## src/rtl/instr_fetch_unit.sv

```systemverilog
// Instruction fetch unit: owns the PC, captures the combinational memory word and
// buffers {instr, pc} pairs in a small FIFO toward decode; handles redirect, halt and misalignment.
module instr_fetch_unit #(
  parameter int unsigned              ADDR_WIDTH = 10,
  parameter int unsigned              DATA_WIDTH = 32,
  parameter int unsigned              DEPTH      = 2,
  parameter logic [ADDR_WIDTH-1:0]    RESET_PC   = '0
) (
  input  logic                  clk,
  input  logic                  reset,
  output logic [ADDR_WIDTH-1:0] ProgCounter,
  input  logic [DATA_WIDTH-1:0] InstrIn,
  output logic [DATA_WIDTH-1:0] InstrOut,
  output logic [ADDR_WIDTH-1:0] InstrPC,
  output logic                  InstrValid,
  input  logic                  InstrReady,
  input  logic                  Redirect,
  input  logic [ADDR_WIDTH-1:0] RedirectTarget,
  input  logic                  Halt,
  output logic                  MisalignFault
);

  localparam int unsigned CW = $clog2(DEPTH + 1);
  localparam int unsigned PW = (DEPTH > 1) ? $clog2(DEPTH) : 1;

  typedef enum logic [1:0] {RUN, HALTED, FAULT} state_t;

  state_t                 state, state_next;
  logic [CW-1:0]          count;
  logic [PW-1:0]          rd_ptr, wr_ptr;
  logic [DATA_WIDTH-1:0]  buf_instr [DEPTH];
  logic [ADDR_WIDTH-1:0]  buf_pc    [DEPTH];

  logic                   pop, push, flush, fault_next;
  logic [ADDR_WIDTH-1:0]  pc_next;

  function automatic logic [PW-1:0] ptr_inc(input logic [PW-1:0] p);
    return (p == PW'(DEPTH - 1)) ? '0 : p + PW'(1);
  endfunction

  assign InstrValid = (count != '0);
  assign InstrOut   = buf_instr[rd_ptr];
  assign InstrPC    = buf_pc[rd_ptr];
  assign pop        = InstrValid & InstrReady;

  // Halt outranks Redirect; a push is allowed into a full buffer only when a pop frees a slot.
  always_comb begin
    push       = 1'b0;
    flush      = 1'b0;
    pc_next    = ProgCounter;
    state_next = state;
    fault_next = MisalignFault;
    case (state)
      RUN, HALTED: begin
        if (Halt) begin
          state_next = HALTED;
        end else if (Redirect) begin
          flush = 1'b1;
          if (RedirectTarget[1:0] != 2'b00) begin
            fault_next = 1'b1;
            state_next = FAULT;
          end else begin
            pc_next    = RedirectTarget;
            state_next = RUN;
          end
        end else if (state == RUN && ((count < CW'(DEPTH)) || pop)) begin
          push    = 1'b1;
          pc_next = ProgCounter + ADDR_WIDTH'(4);
        end
      end
      default: ;
    endcase
  end

  always_ff @(posedge clk) begin
    if (reset) begin
      state         <= RUN;
      ProgCounter   <= RESET_PC;
      MisalignFault <= 1'b0;
      count         <= '0;
      rd_ptr        <= '0;
      wr_ptr        <= '0;
    end else begin
      state         <= state_next;
      ProgCounter   <= pc_next;
      MisalignFault <= fault_next;
      if (flush) begin
        count  <= '0;
        rd_ptr <= '0;
        wr_ptr <= '0;
      end else begin
        if (push) begin
          buf_instr[wr_ptr] <= InstrIn;
          buf_pc[wr_ptr]    <= ProgCounter;
          wr_ptr            <= ptr_inc(wr_ptr);
        end
        if (pop) rd_ptr <= ptr_inc(rd_ptr);
        case ({push, pop})
          2'b10:   count <= count + CW'(1);
          2'b01:   count <= count - CW'(1);
          default: count <= count;
        endcase
      end
    end
  end

endmodule

```

## config.mk

```make
export PLATFORM = sky130hd
export DESIGN_NAME = instr_fetch_unit
export DESIGN_NICKNAME = d
export VERILOG_FILES = /design/src/rtl/instr_fetch_unit.sv
export SDC_FILE = /design/constraint.sdc
export NUM_CORES = 1
export LEC_CHECK = 0
export ABC_CLOCK_PERIOD_IN_PS = 11100
export CAP_MARGIN = 20
export CORE_MARGIN = 2
export CORE_UTILIZATION = 52
export DETAILED_ROUTE_END_ITERATION = 7
export PLACE_DENSITY = 0.84
export SLEW_MARGIN = 30
export SYNTH_ARGS = -nofsm -noshare
export SYNTH_HDL_FRONTEND = slang
export SYNTH_SLANG_ARGS = --single-unit
```

## constraint.sdc

```tcl
create_clock -name clk -period 11.1 [get_ports clk]
set_input_delay 2.22 -clock clk [delete_from_list [all_inputs] [get_ports clk]]
set_output_delay 2.22 -clock clk [all_outputs]
set_load 0.01 [all_outputs]
```

## Word level (Yosys, flattened, before mapping)

Memories as Yosys holds them, arrays and structs flattened. A register that Yosys moved wholly into a read port is not among the register bits.
Index checks and enable logic that the tools add are counted.

| cells by class | value |
|---|---|
| mux-type cells | 24 |
| bitwise gates (word level) | 2 |
| magnitude comparators | 1 |
| reductions and logical operators | 13 |
| add/sub/neg operators | 5 |
| eq/ne operators | 4 |

Operators by type and width:

| cell | number |
|---|---|
| 2-to-1 mux 10 bit | 3 |
| 2-to-1 mux 1 bit | 17 |
| adder 10 x 3 -> 10 bit, second input constant | 1 |
| nonzero test 2 bit | 5 |
| AND reduction 4 bit | 2 |
| 2-to-1 mux 2 bit | 3 |
| == test 2 x 1 -> 1 bit, second input constant | 2 |
| case mux 2 bit (2 select lines) | 1 |
| OR reduction 2 bit | 2 |
| adder 1 bit, second input constant | 2 |
| adder 2 x 1 -> 2 bit, second input constant | 1 |
| == test 2 bit, second input constant | 1 |
| zero test 2 bit | 1 |
| less-than comparator 2 bit, second input constant | 1 |
| != test 2 bit, second input constant | 1 |
| AND reduction 2 bit | 1 |
| subtractor 2 x 1 -> 2 bit, second input constant | 1 |
| AND 1 bit | 1 |
| logical AND 1 bit | 1 |
| logical OR 1 bit | 1 |
| NOT 1 bit | 1 |

| word-level totals | value |
|---|---|
| word-level logic and storage cells | 57 |
| register bits | 17 |
| bits in writable memories | 84 |
| output and inout bits | 54 |
| memories kept | 2 |
| input bits | 47 |

Memories:

| name | depth | bits a word | rd ports | clocked after Yosys merged registers in | wr ports | line | RTL |
|---|---|---|---|---|---|---|---|
| buf_instr | 2 | 32 | 1 | 1 | 1 | 31 | `logic [DATA_WIDTH-1:0] buf_instr [DEPTH];` |
| buf_pc | 2 | 10 | 1 | 1 | 1 | 32 | `logic [ADDR_WIDTH-1:0] buf_pc [DEPTH];` |

## Depth between registers and ports, before layout

| depth | value |
|---|---|
| depth in word-level cells | 12 |
| mapped depth | 7 |

## Least setup slack after synthesis

OpenSTA, ideal clock, no wires.

| timing | value |
|---|---|
| path kind | input port to flip-flop |
| start | input port Halt |
| end | memory buf_instr[1][0], enable pin |
| data arrival time | 6193 ps |
| setup time | 503 ps |
| stages | 4 |
| path slack | 4404 ps |
| data required time | 10597 ps |
| cell sequence | or4_4 -> or2_1 -> clkbuf_1 -> nor3b_1 |

| between the ends | value |
|---|---|
| cells in the longest elaborated chain, start to end | 6 |

Ends and longest elaborated chain:

| item | line | RTL |
|---|---|---|
| start: declaration | 19 | `input logic Halt,` |
| 2-to-1 mux 1 bit | 55 | `if (Halt) begin` |
| 2-to-1 mux 1 bit | 53 | `case (state)` |
| 2-to-1 mux 1 bit | 92 | `if (push) begin` |
| 2-to-1 mux 1 bit * | 87 | `if (flush) begin` |
| 2-to-1 mux 1 bit * | 76 | `if (reset) begin` |
| 2-to-1 mux 1 bit (not written as such) * | 93 | `buf_instr[wr_ptr] <= InstrIn;` |
| end: declaration | 31 |  |

Every way passes the cells marked *; elsewhere a longest branch is shown, timed or not.

## Worst setup path in the final report

| timing | value |
|---|---|
| start | input port Redirect |
| end | memory buf_instr[1][7], enable pin |

| between the ends | value |
|---|---|
| cells in the longest elaborated chain, start to end | 7 |

Ends and longest elaborated chain:

| item | line | RTL |
|---|---|---|
| start: declaration | 17 | `input logic Redirect,` |
| 2-to-1 mux 1 bit | 57 | `end else if (Redirect) begin` |
| 2-to-1 mux 1 bit | 55 |  |
| 2-to-1 mux 1 bit | 53 |  |
| 2-to-1 mux 1 bit | 92 |  |
| 2-to-1 mux 1 bit * | 87 |  |
| 2-to-1 mux 1 bit * | 76 |  |
| 2-to-1 mux 1 bit (not written as such) * | 93 |  |

Marks and branches as above.

==> impl_metrics.py <==
metrics = {
    "synth": {
        "yosysSeqAreaShare_pct": 73.6,
        "ys_warn_count": 0,
        "synth_seq_cells": 102,
        "syn_area_per_cell_um2": 16.3,
        "synth_cell_types": 38,
        "synthCells": 240,
        "syn_nets": 289,
        "netlist_area_um2": 3920,
    },
    "global_route": {
        "met1_usage_pct": 24.2,
        "gr-usage-met2_pct": 29.8,
        "met3_usage_pct": 4.42,
        "grt_pass1_vias": 2335,
        "antenna_found_initial": 0,
        "grt_max_degree": 43,
        "top_usage_layer": "met2",
        "grt_pass1_wl_um": 11600,
        "grt_use_total_pct": 18.1,
        "grt_overflow_total": 0,
    },
    "clock_tree": {
        "path_clk_slew_ns": 0.09,
        "h-tree-depth": 3,
        "cts_resized": 0,
        "post_cts_buffers": 0,
        "cts_tree": "built",
        "clock_latency_ns": 0.35,
        "ctsRootBufferMaster": "clkbuf_8",
        "clock_sinks": 102,
        "hold_buffers": 0,
        "cts_inserted_buffers": 9,
        "clockBufferDepth": 2,
    },
    "timing": {
        "clock_skew_ns": 0.00582,
        "fin_crit_sh_pct": 41.2,
        "timing.slew.headroom_pct": 56.8,
        "rsz0062_at_grt": "no",
        "worstMarginPinSlew_ns": 0.645,
        "fmaxAchievable_mhz": 218,
        "drv_slew": 0,
        "setup_tns_ns": 0,
        "hold_violations": 0,
        "setup_viol": 0,
        "fin_crit_ns": 4.58,
    },
    "layout": {
        "fin_cells": 448,
        "multiInputGateArea_um2": 998,
        "layout_commonest_cell": "clkdlybuf4s50_1",
        "drive_gt1_share_pct": 18.9,
        "fillers": 479,
        "area_growth_pct": 33.0,
        "layout_common_cells": "100 x clkdlybuf4s50_1, 84 x edfxtp_1, 42 x mux2_2",
        "n_antenna_cell": 0,
        "finalNetCount": 393,
        "regArea_um2": 2890,
        "fin_area_um2": 5210,
    },
    "routing": {
        "ant_nets": 0,
        "vias": 2351,
        "drc": 0,
        "dr.first_iter.drc_count": 159,
        "firstDrtPassIters": 4,
        "wire_per_inst_um": 16.3,
        "totalWireLength_um": 7310,
        "vias_per_cell": 5.25,
    },
    "critical_path": {
        "cp.required_ns": 11.09,
        "cp-end-kind": "flip-flop",
        "r2r.worst_path.cells": 4,
        "worst_r2r_endpoint": "buf_instr[1][7]",
        "worstPathArrival_ns": 4.57,
        "cp-endpoint": "buf_instr[1][7]",
        "cpMaxStageDelayCell": "clkdlybuf4s50_1",
        "critPathLaunchType": "primary input",
        "r2r_start": "state[1]",
        "path_max_fanout": 42,
        "crit_chain": "clkdlybuf4s50_1 -> or4_4 -> or2_1 -> nor3b_2 -> buf_4",
        "cpPeakStageDelay_ns": 0.74,
        "critPathLaunch": "Redirect",
        "crit_type": "primary input to flip-flop",
        "ff2ff_setup_slack_ns": 8.80,
    },
    "floorplan": {
        "core_um2": 7250,
        "design.die.area_um2": 8240,
        "start_util_pct": 54.0,
        "ios": 101,
        "die_w_um": 90.8,
        "die_h_um": 90.8,
        "rows": 31,
    },
    "placed_design": {
        "gp_congestion": 0.824,
        "dp_hpwl_um": 4950,
        "portBuffers": 100,
        "place_inst": 432,
        "placed_area_um2": 5030,
    },
    "outcome": {
        "status": "finished clean",
    },
    "power_and_ir_drop": {
        "vdd_drop_max_mv": 0.0743,
        "cellLeakagePower_nw": 1.70,
        "power.switching_w": 0.000161,
        "power_w": 0.000716,
        "pwr-share-comb_pct": 11.2,
        "powerDensity_nw_per_um2": 138,
        "sw_frac_of_total_pct": 22.4,
        "power.internal_w": 0.000556,
        "seqPwrFrac_pct": 60.4,
        "clockPowerShare_pct": 28.4,
    },
    "worst_hold_path": {
        "hold_class": "flip-flop to flip-flop",
    },
    "job": {
        "maxCapViolations": 0,
    },
}
## synthesized netlist by cell type
library cell | count | share of area [%]
edfxtp_1 | 84 | 64
mux2_2 | 42 | 12
dfxtp_1 | 18 | 9.2
nor2_1 | 14 | 1.3
a21oi_1 | 11 | 1.4
nand2_1 | 11 | 1.1
clkbuf_1 | 7 | 0.67
o21ai_0 | 6 | 0.77
nand3_1 | 5 | 0.64
and2_1 | 3 | 0.48
nor3_1 | 3 | 0.38
a31oi_1 | 2 | 0.32
buf_2 | 2 | 0.26
ha_1 | 2 | 0.64
inv_1 | 2 | 0.19
o21a_1 | 2 | 0.38
or2_2 | 2 | 0.32
or3_1 | 2 | 0.32
xnor2_1 | 2 | 0.45
xor2_1 | 2 | 0.45
a211oi_1 | 1 | 0.19
a22o_1 | 1 | 0.22
a22oi_1 | 1 | 0.19
a32o_1 | 1 | 0.26
and4_1 | 1 | 0.22
mux2i_1 | 1 | 0.26
nand2b_1 | 1 | 0.16
nor2b_1 | 1 | 0.16
nor3b_1 | 1 | 0.19
o221a_1 | 1 | 0.29
o22a_4 | 1 | 0.45
o22ai_2 | 1 | 0.32
o31ai_1 | 1 | 0.19
o32ai_1 | 1 | 0.22
o41ai_1 | 1 | 0.22
or2_1 | 1 | 0.16
or3b_1 | 1 | 0.22
or4_4 | 1 | 0.29
## final cells by class
cell class | instances | area share, %
Tap cell | 99 | 2.38
Clock buffer | 10 | 2.45
Timing Repair Buffer | 102 | 19.5
Clock inverter | 6 | 0.889
Multi-Input combinational cell | 127 | 19.2
Sequential cell | 102 | 55.4
Inverter | 2 | 0.144
## worst min-delay path by stage
| stage | start | end | slack, ns | depth (start not counted) |
|---|---|---|---|---|
| detailed placement | state[0] | state[0] | 0.47 | 2 |
| floorplan | state[0] | state[0] | 0.45 | 2 |
| global placement | ProgCounter[1] | buf_pc[1][1] | 0.45 | 0 |
| finish | state[0] | state[0] | 0.48 | 2 |
| global route | state[0] | state[0] | 0.50 | 2 |
| CTS | state[0] | state[0] | 0.48 | 2 |
## through the flow
step	worst slack [ns]	hold WS, ns	util [%]
3_3_place_gp	6.23	0.453	69.3
2_1_floorplan	4.40	0.450	-
4_1_cts	6.52	0.478	71.7
3_5_place_dp	6.14	0.465	69.3
5_1_grt	6.40	0.499	71.8
6_report	6.52	0.481	71.8
## worst max-delay path, delay by kind of cell
kind | cells | cell delay [ns]
buffers and inverters | 2 | 1.23
AND/OR/NAND/NOR | 3 | 1.09
## per-layer routing
| metal | vias to the layer above | wire length, um |
|---|---|---|
| met3 | 10 | 369 |
| met1 | 1140 | 3230 |
| met4 | 0 | 81 |
| met2 | 82 | 3630 |
| li1 | 1119 | - |
| met5 | - | 0 |
## power groups by stage
stage | Combinational [W] | Sequential, W | Clock [W]
after floorplan | 0.0000377 | 0.000437 | 0
final | 0.0000804 | 0.000432 | 0.000204
after global placement | 0.0000792 | 0.000441 | 0
after detailed placement | 0.0000809 | 0.000441 | 0
after global routing | 0.0000863 | 0.000434 | 0.000224
after CTS | 0.0000816 | 0.000433 | 0.000209
## cell families after synthesis
group,share of synthesized area [%]
AOI/OAI and AO/OA,5.43
buffers and inverters,1.12
xor gates and xnor gates,0.895
muxes,12.3
adders and majority gates,0.639
DFF,73.6
and+or+nand+nor,5.94
## flip-flops by register name, indices dropped and copies added (netlist names), named ones only
| register | count |
|---|---|
| buf_instr | 64 |
| buf_pc | 20 |
| ProgCounter | 10 |
| count | 2 |
| state | 2 |
| MisalignFault | 1 |
| rd_ptr | 1 |
| wr_ptr | 1 |
No activity file was read; power rests on OpenSTA's default activity.
